===== src/rtl/mem_access_unit.sv =====
// MEM-stage load/store engine: drives a req/resp data-cache port, stalls the pipeline while busy,
// returns extended load data. Latency: done one cycle after dmem_resp; misaligned done in cycle 1.
module mem_access_unit #(
    parameter int MAX_WAIT = 1023
) (
    input  logic        clk,
    input  logic        rst,
    input  logic        req_read,
    input  logic        req_write,
    input  logic [2:0]  req_funct3,
    input  logic [31:0] req_addr,
    input  logic [31:0] req_wdata,
    output logic        stall,
    output logic        done,
    output logic [31:0] load_data,
    output logic        misaligned,
    output logic        timeout,
    output logic        dmem_read,
    output logic        dmem_write,
    output logic [31:0] dmem_address,
    output logic [31:0] dmem_wdata,
    output logic [3:0]  dmem_byte_enable,
    input  logic [31:0] dmem_rdata,
    input  logic        dmem_resp
);
    localparam int CW = (MAX_WAIT > 1) ? $clog2(MAX_WAIT) : 1;
    localparam logic [CW-1:0] LAST = CW'((MAX_WAIT > 0) ? MAX_WAIT - 1 : 0);

    typedef enum logic [1:0] {S_IDLE, S_BUSY, S_DONE} state_t;

    state_t      r_state;
    logic [CW-1:0] r_cnt;
    logic [1:0]  r_addr_lo;
    logic [2:0]  r_funct3;
    logic        r_is_read;
    logic        r_done, r_misaligned, r_timeout;
    logic        r_dmem_read, r_dmem_write;
    logic [31:0] r_dmem_address, r_dmem_wdata, r_load_data;
    logic [3:0]  r_dmem_be;

    logic        w_req, w_mis, w_expire;
    logic [1:0]  w_size;
    logic [3:0]  w_be;
    logic [7:0]  w_byte;
    logic [15:0] w_half;
    logic [31:0] w_load;

    assign w_req  = req_read | req_write;
    assign w_size = req_funct3[1:0];
    // funct3[1:0]==3 behaves as a word access throughout
    assign w_mis  = ((w_size == 2'd1) & req_addr[0]) | (w_size[1] & (|req_addr[1:0]));
    assign w_expire = (MAX_WAIT != 0) && (r_cnt == LAST);

    always_comb begin
        w_be = 4'b1111;
        case (w_size)
            2'd0:    w_be = 4'b0001 << req_addr[1:0];
            2'd1:    w_be = 4'b0011 << {req_addr[1], 1'b0};
            default: w_be = 4'b1111;
        endcase
    end

    assign w_byte = 8'(dmem_rdata >> {r_addr_lo, 3'b000});
    assign w_half = 16'(dmem_rdata >> {r_addr_lo[1], 4'b0000});

    always_comb begin
        w_load = dmem_rdata;
        case (r_funct3)
            3'd0:    w_load = {{24{w_byte[7]}}, w_byte};
            3'd4:    w_load = {24'd0, w_byte};
            3'd1:    w_load = {{16{w_half[15]}}, w_half};
            3'd5:    w_load = {16'd0, w_half};
            default: w_load = dmem_rdata;
        endcase
    end

    always_ff @(posedge clk or negedge rst) begin
        if (!rst) begin
            r_state        <= S_IDLE;
            r_cnt          <= '0;
            r_addr_lo      <= '0;
            r_funct3       <= '0;
            r_is_read      <= 1'b0;
            r_done         <= 1'b0;
            r_misaligned   <= 1'b0;
            r_timeout      <= 1'b0;
            r_dmem_read    <= 1'b0;
            r_dmem_write   <= 1'b0;
            r_dmem_address <= '0;
            r_dmem_wdata   <= '0;
            r_dmem_be      <= '0;
            r_load_data    <= '0;
        end else begin
            case (r_state)
                S_IDLE: if (w_req) begin
                    r_addr_lo <= req_addr[1:0];
                    r_funct3  <= req_funct3;
                    r_is_read <= req_read;
                    if (w_mis) begin
                        r_state      <= S_DONE;
                        r_done       <= 1'b1;
                        r_misaligned <= 1'b1;
                        r_load_data  <= '0;
                    end else begin
                        r_state        <= S_BUSY;
                        r_cnt          <= '0;
                        r_dmem_read    <= req_read;
                        r_dmem_write   <= ~req_read;
                        r_dmem_address <= {req_addr[31:2], 2'b00};
                        r_dmem_wdata   <= req_wdata << {req_addr[1:0], 3'b000};
                        r_dmem_be      <= w_be;
                    end
                end
                S_BUSY: begin
                    r_cnt <= r_cnt + 1'b1;
                    if (dmem_resp) begin
                        r_state      <= S_DONE;
                        r_done       <= 1'b1;
                        r_dmem_read  <= 1'b0;
                        r_dmem_write <= 1'b0;
                        r_load_data  <= r_is_read ? w_load : 32'd0;
                    end else if (w_expire) begin
                        r_state      <= S_DONE;
                        r_done       <= 1'b1;
                        r_timeout    <= 1'b1;
                        r_dmem_read  <= 1'b0;
                        r_dmem_write <= 1'b0;
                        r_load_data  <= '0;
                    end
                end
                default: begin
                    r_state      <= S_IDLE;
                    r_done       <= 1'b0;
                    r_misaligned <= 1'b0;
                    r_timeout    <= 1'b0;
                    r_load_data  <= '0;
                end
            endcase
        end
    end

    // reset is folded in so stall also reads 0 while rst is held low
    assign stall            = rst & (((r_state == S_IDLE) & w_req) | (r_state == S_BUSY));
    assign done             = r_done;
    assign misaligned       = r_misaligned;
    assign timeout          = r_timeout;
    assign load_data        = r_load_data;
    assign dmem_read        = r_dmem_read;
    assign dmem_write       = r_dmem_write;
    assign dmem_address     = r_dmem_address;
    assign dmem_wdata       = r_dmem_wdata;
    assign dmem_byte_enable = r_dmem_be;
endmodule


===== config.mk =====
export PLATFORM = sky130hd
export DESIGN_NAME = mem_access_unit
export DESIGN_NICKNAME = d
export VERILOG_FILES = /design/src/rtl/mem_access_unit.sv
export SDC_FILE = /design/constraint.sdc
export NUM_CORES = 1
export LEC_CHECK = 0
export CORE_MARGIN = 1.5
export CORE_UTILIZATION = 41
export CTS_CLUSTER_DIAMETER = 120
export DETAILED_ROUTE_END_ITERATION = 10
export GPL_TIMING_DRIVEN = 0
export PLACE_DENSITY = 0.79
export SLEW_MARGIN = 20
export SYNTH_ARGS = -nofsm -noshare
export SYNTH_HDL_FRONTEND = slang
export SYNTH_SLANG_ARGS = --single-unit

===== constraint.sdc =====
create_clock -name clk -period 1.6 [get_ports clk]
set_input_delay 0.32 -clock clk [delete_from_list [all_inputs] [get_ports clk]]
set_output_delay 0.32 -clock clk [all_outputs]
set_load 0.05 [all_outputs]

==> impl_table.tex <==
\begin{tabular}{lr}
\hline
Metric & Value \\
\hline
\multicolumn{2}{l}{\textbf{Worst setup path}} \\
Crit Path Class & flop to output pin \\
Cells on worst reg2reg path & 6 \\
CP Data Required Time & 1280 ps \\
Max stage delay on crit path & 380 ps \\
Maximum fanout along the worst path & 2 \\
Reg2reg setup slack & -170 ps \\
Critical R2R Launch & r\_state[0] \\
Endpoint of the worst-slack reg-to-reg timing path & r\_cnt[7] \\
Worst path slowest cell & sky130\_fd\_sc\_hd\_\_dfrtp\_1 \\
Crit end category & output pin \\
Arrival @ worst endpoint & approximately 1500 ps \\
Cells along the critical path & or3\_4, and3\_4, buf\_8 \\
Element type at the critical path start & flop \\
Crit. Startpoint & r\_state[0] \\
\multicolumn{2}{l}{\textbf{Global routing}} \\
Initial antenna violation count & 0 \\
Via count of the first global-routing pass & 5432 \\
Overall Global Routing Usage & 25.30\% \\
First-pass GRT wire length & slightly below 30 mm \\
GR Overflow Total & 0 \\
Maximum number of pins on one net before global-route repair & 64 \\
\multicolumn{2}{l}{\textbf{Clock tree}} \\
Clock-pin slew of the registers on the worst-case setup and hold paths & 50 ps \\
Total clock sinks & 121 \\
Buffer cell driving the clock tree root & sky130\_fd\_sc\_hd\_\_clkbuf\_16 \\
Clock tree from TritonCTS & done \\
Clk Latency, worst-skew pair & about 420 ps \\
Total CTS buffers & 17 \\
Total number of H-tree levels & 4 \\
Bufs on Longest Clock Path & 2 \\
\multicolumn{2}{l}{\textbf{Final layout}} \\
Final Net Count & about 970 \\
Commonest non-fill, non-tap cell in the layout & sky130\_fd\_sc\_hd\_\_nand2\_1 \\
Diode count & 0 \\
Final instance area & 9090 um2 \\
Commonest cells after routing, fill and taps aside & sky130\_fd\_sc\_hd\_\_nand2\_1, sky130\_fd\_sc\_hd\_\_dfrtp\_1, sky130\_fd\_sc\_hd\_\_clkdlybuf4s50\_1, sky130\_fd\_sc\_hd\_\_clkdlybuf4s15\_2, sky130\_fd\_sc\_hd\_\_a21oi\_1 \\
Syn-to-layout area delta & 54.12\% \\
Proportion of layout cells with a drive suffix above 1 & 28.08\% \\
\multicolumn{2}{l}{\textbf{Pwr}} \\
Peak supply drop & 1.439 mV \\
Power Density & 1985 nW/um2 \\
Standby leakage power & roughly 4.2 nW \\
\multicolumn{2}{l}{\textbf{Detailed routing}} \\
Average detailed-routed wire length per instance & $\sim$18 um \\
Vias/cell & around 5.4 \\
First-pass DRT Iterations & 5 \\
DRC violations left & 0 \\
Total number of vias & 5733 \\
Iteration-0 DRC count of the detailed router & 529 \\
Routed wire length & 19.21 mm \\
Remaining antenna violation count after routing & 0 \\
\multicolumn{2}{l}{\textbf{Yosys}} \\
Share of the synthesized area in the top cell type & about 51\% \\
Share of synthesized area spent on multiplexers & 4.815\% \\
Syn Std Cell Area & roughly 5900 um2 \\
Adder-Cell Fraction of Synth Area & 0.4243\% \\
YS warnings & 0 \\
EDFF count, synth & 0 \\
Sequential cell area fraction in the yosys report & between 50 and 60\% \\
Synth Area in Compound Gates & between 10\% and 20\% \\
Largest area contributor in the netlist & sky130\_fd\_sc\_hd\_\_dfrtp\_1 \\
Simple-gate share of the synthesized area & 19.45\% \\
Post-Synth XOR/XNOR Area & less than 1\% \\
Register bit count reported by yosys & 121 \\
Main combinational cell family by area after synthesis & simple AND/OR/NAND/NOR gates \\
Async SR Flop Fraction & 100.0\% \\
Mean instance size in the synthesized netlist & $\sim$9.4 um2 \\
Top area cells in the synthesized netlist & sky130\_fd\_sc\_hd\_\_dfrtp\_1, sky130\_fd\_sc\_hd\_\_nand2\_1, sky130\_fd\_sc\_hd\_\_a21oi\_1, sky130\_fd\_sc\_hd\_\_mux2i\_1, sky130\_fd\_sc\_hd\_\_o2bb2ai\_1 \\
Commonest register cell after synthesis & sky130\_fd\_sc\_hd\_\_dfrtp\_1 \\
Count of different cell masters after synthesis & 59 \\
Cells after synthesis & about 630 \\
\multicolumn{2}{l}{\textbf{Placed design}} \\
Dpl ws & -964.9 ps \\
Port bufs & 206 \\
Placed Instance Area & 8224 um2 \\
DP HPWL & 13.41 mm \\
Routability Congestion & 0.8756 \\
\multicolumn{2}{l}{\textbf{Outcome}} \\
Result of the run & complete, but fails checks \\
Violated checks & negative hold slack, negative setup slack \\
\multicolumn{2}{l}{\textbf{Timing}} \\
Final worst setup slack & -234.9 ps \\
Minimum clock period & 1835 ps \\
Final max-slew violation count & 0 \\
Period Utilization, post-route & 114.7\% \\
Achievable Freq & 545.0 MHz \\
Setup repair after global routing missed its margin & true \\
Worst Max-Slew Pin Slew & 758.1 ps \\
Worst slew margin & 49.46\% \\
Final setup violation count & 40 \\
Fin Hold WS & -210.0 ps \\
Setup clock skew after layout & between 7 and 8 ps \\
Final count of hold timing violations & 59 \\
\multicolumn{2}{l}{\textbf{Die}} \\
Core region area & 13990 um2 \\
Number of cell rows & 43 \\
Starting density of the core & around 42\% \\
Die X-Extent & 122.9 um \\
Height of the chip & 122.9 um \\
Num ports & 210 \\
Die outline area & $\sim$15000 um2 \\
\multicolumn{2}{l}{\textbf{Flow run}} \\
Max-capacitance violation count & 0 \\
\multicolumn{2}{l}{\textbf{Min path}} \\
Kind of path behind the tightest hold check & input port to asynchronous set/reset pin \\
\hline
\end{tabular}
## cell usage after synthesis (12+ instances only)
cell type	count
sky130_fd_sc_hd__nand3_1	13
sky130_fd_sc_hd__clkbuf_1	22
sky130_fd_sc_hd__a21oi_1	50
sky130_fd_sc_hd__buf_2	12
sky130_fd_sc_hd__mux2i_1	16
sky130_fd_sc_hd__dfrtp_1	121
sky130_fd_sc_hd__nand2_1	153
sky130_fd_sc_hd__a211oi_1	16
sky130_fd_sc_hd__nor2b_1	20
sky130_fd_sc_hd__o2bb2ai_1	17
sky130_fd_sc_hd__nor2_1	20
sky130_fd_sc_hd__inv_1	12
sky130_fd_sc_hd__o21ai_0	22
## how the worst max path moves through the flow
stage | endpoint | slack (ps) | cells past startpoint
2_1_floorplan | load_data[8] | 5 | 5
3_3_place_gp | stall | -4990 | 3
3_5_place_dp | stall | -960 | 4
4_1_cts | stall | -220 | 3
5_1_grt | r_cnt[7] | -270 | 6
6_report | stall | -230 | 3
## stage by stage
step	utilization (%)	TNS (ps)	power (mW)	cells
2_1_floorplan	-	0	11.03	626
3_3_place_gp	58.59	-624280	14.25	1012
3_5_place_dp	58.79	-72980	14.36	1013
4_1_cts	65.37	-1234	17.92	1055
5_1_grt	64.98	-7125	18.94	1056
6_report	64.98	-4107	18.05	1056
## flip-flops by register name, indices dropped and copies added, names as in the netlist
register,count
dmem_address,30
dmem_byte_enable,4
dmem_read,1
dmem_wdata,32
dmem_write,1
done,1
load_data,32
misaligned,1
r_addr_lo,2
r_cnt,10
r_funct3,3
r_is_read,1
r_state,2
timeout,1
## critical path, delay by kind of cell (launching register included)
| family | cells | cell delay, ps |
|---|---|---|
| simple gates | 2 | 580 |
| flops | 1 | 380 |
| buf+inv | 1 | 150 |
## area by class of cell
class / count / area (um2)
fill: 1125 / 4898
tap: 180 / 225.2
buffer: 43 / 316.6
clock inverter: 11 / 76.32
inverter: 12 / 45.04
sequential: 121 / 3032
multi-input combinational: 446 / 2808
timing repair buffer: 222 / 2147
clock buffer: 21 / 440.4
## power by group
| part | switching [mW] | internal, mW |
|---|---|---|
| Clock | 1.42 | 1.97 |
| Sequential | 0.705 | 4.19 |
| Combinational | 6.68 | 3.09 |
## layer usage
layer / up-vias / routed length, um / global-route usage, %
met3: 48 / 1421 / 5.673
li1: 2677 / - / -
met5: - / 0 / 0
met2: 254 / 8976 / 39.10
met1: 2754 / 8136 / 33.99
met4: 0 / 678 / 11.56
## logic make-up after synthesis
family / after synthesis
buffers and inverters: 59
muxes: 26
other: 1
xor gates and xnor gates: 1
adders and majority gates: 2
AOI/OAI and AO/OA: 164
DFF: 121
and+or+nand+nor: 251
## what timing repair did
action / CTS / global route
endpoints found under the setup margin: 212 / 129
endpoints found under the hold margin: 59 / 59
resized for setup: 356 / 75
cloned: 0 / 2
pin swaps: 8 / 2
buffers inserted: 13 / 0
Power figures use the tool's default switching activity.
==> variant: new RTL, same settings <==
`MAX_WAIT`: 1023 -> 511.
--- a/src/rtl/mem_access_unit.sv
+++ b/src/rtl/mem_access_unit.sv
@@ -3,3 +3,3 @@
 module mem_access_unit #(
-    parameter int MAX_WAIT = 1023
+    parameter int MAX_WAIT = 511
 ) (
Formal check against the unedited RTL: no difference found for any inputs over 4 cycles, from zero or initial values and one cycle with rst low; that may be too few to reach the edited logic, so the function may still have changed.
==> variant against the unedited design <==
The flow still finishes with violations (hold timing, setup timing); design area shrank 0.77%; synthesized area shrank 1.7%; setup slack lost 0.056 ns; routed wire length shrank 2.5%; non-clock buffer count grew 2; sequential cell count shrank 1; clock skew grew 0.0013 ns; critical path depth is the same; power grew 2.2%; sequential power grew 2%; critical path type unchanged.
==> variant: results (changes against the unedited design) <==
- Avg WL per Cell: 18.64 um (+2.4%)
- Vias in the first global route: 5581 (+2.7%)
- Via-per-instance ratio: 5.476 (+0.86%)
- Most common cell in the netlist: nand2_1
- GPL Wtd Cong: 0.9085 (+3.8%)
- LEAKAGE: 4.017 nW (-3.7%)
- Violated checks: hold timing, setup timing
- DP Worst Slack: -0.9444 ns (+0.02051 ns)
- Worst clock skew: 0.008475 ns (+0.001253 ns)
- Final Core Density: 65.23% (+0.25 points)
- Buffers on Ports: 204 (-0.97%)
- Worst skew pair latency: 0.42 ns (about the same)
- Sequential fraction of the synthesis area: 51.81% (+0.48 points)
- Crit path max fanout: 3 (+1)
- Fillers: 1046 (-7.0%)
- Max IR drop VDD: 1.303 mV (-9.4%)
- Top cells by count, synth: nand2_1 (136), dfrtp_1 (120), a21oi_1 (29)
- Placed Instances: 952 (-6.0%)
- DR WL met3: 1.462 mm (+2.9%)
- FF-to-FF Start: r_cnt[1]$_DFFE_PN0P_
- Worst slew pin tran: 0.8113 ns (+0.05317 ns)
- Total negative slack: -3.462 ns (+0.6447 ns)
- Initial antenna violation count: 1 (+1)
- Global Route Usage Sum: 25.08% (-0.23 points)
- M1 wire length: 7.466 mm (-8.2%)
- Final WS setup: -0.2911 ns (-0.05625 ns)
- Final hold slack: -0.1771 ns (+0.03293 ns)
- Largest net degree at the start of global routing: 73 (+14%)
- DR vias: 5503 (-4.0%)
- Status: finished, violations left
- Initial DRC Count: 416 (-21%)
- Final ANT Viol Nets: 0 (unchanged)
- DRT Pass-1 Iters: 4 (-1)
- Share of layout cells above drive strength 1: 30.83% (+2.7 points)
- Cell variety after synth: 56 (-5.1%)
- Final hold violation count: 49 (-17%)
- Syn Inst Count: 566 (-9.4%)
- Ys flop type: dfrtp_1
- Worst endpoint data arrival time: 1.57 ns (+0.06 ns)
- Nets: 917 (-5.4%)
- # setup viols final: 31 (-23%)
- Global-route wire length before repair: 28.64 mm (-1.4%)
- Met2 GRT Util: 40.91% (+1.8 points)
- Area contributors post-synth: dfrtp_1 (52%), nand2_1 (8.8%), mux2i_1 (4.0%)
- Met3 usage: 6.554% (+0.88 points)
- Post-DP Area: 0.008100 mm^2 (-1.5%)
- Critical Path Start: r_state[0]$_DFFE_PN0P_
- Met2 wire length: 9.346 mm (+4.1%)
- M1 GR Usage: 31.87% (-2.1 points)
- CTS Buf Count: 17 (unchanged)
- DP HPWL: 13.18 mm (-1.7%)
==> variant: path summary, 6_finish.rpt <==
check,to,slack (ns),depth (start not counted)
max,stall,-0.29,3
min,dmem_wdata[3]$_DFFE_PN0P_,-0.18,1
max reg2reg,load_data[29]$_DFFE_PN0P_,-0.15,6
min reg2reg,dmem_address[6]$_DFFE_PN0P_,0.47,2
max in group asynchronous,load_data[10]$_DFFE_PN0P_,1.18,2
min in group clk,dmem_write$_DFFE_PN0P_,0.24,2
==> variant: power breakdown <==
group	internal [mW]	total, mW	switching, mW
Sequential	4.17	4.97	0.799
Clock	2.23	3.65	1.42
Combinational	3.32	9.83	6.51
Total	9.72	18.4	8.73
==> variant: critical path, stage by stage (launching register included) <==
cell,delay [ns]
dfrtp_2,0.43
or3_4,0.38
and3_4,0.20
buf_8,0.15
==> variant: layout make-up <==
type,instances,share of cell area (%)
Antenna cell,1,0.02774
Clock inverter,13,1.359
Multi-Input combinational cell,396,29.66
Sequential cell,120,33.33
Clock buffer,19,5.021
Tap cell,180,2.497
Inverter,9,0.4161
Timing Repair Buffer,228,24.30
Buffer,39,3.385
==> variant: kinds of logic (layout without fill, tap and decap cells) <==
family | count (synthesis) | after routing | share of synthesized area (%)
AO/OA/AOI/OAI | 149 | 149 | 19.08
XOR/XNOR | 2 | 2 | 0.3023
adder cells (fa/ha/maj) | 2 | 2 | 0.4317
buffers and inverters | 51 | 308 | 4.965
flip-flops | 120 | 120 | 51.81
multiplexers | 40 | 40 | 8.053
other | 1 | 3 | 0.06470
AND/OR/NAND/NOR | 201 | 201 | 15.28
==> variant: timing repair <==
item | in CTS | in global routing
resized for setup | 325 | 72
hold endpoints to repair | 49 | 49
pin swaps | 31 | 12
endpoints found under the setup margin | 216 | 135
gates cloned | 3 | 2
buffers inserted | 16 | 4
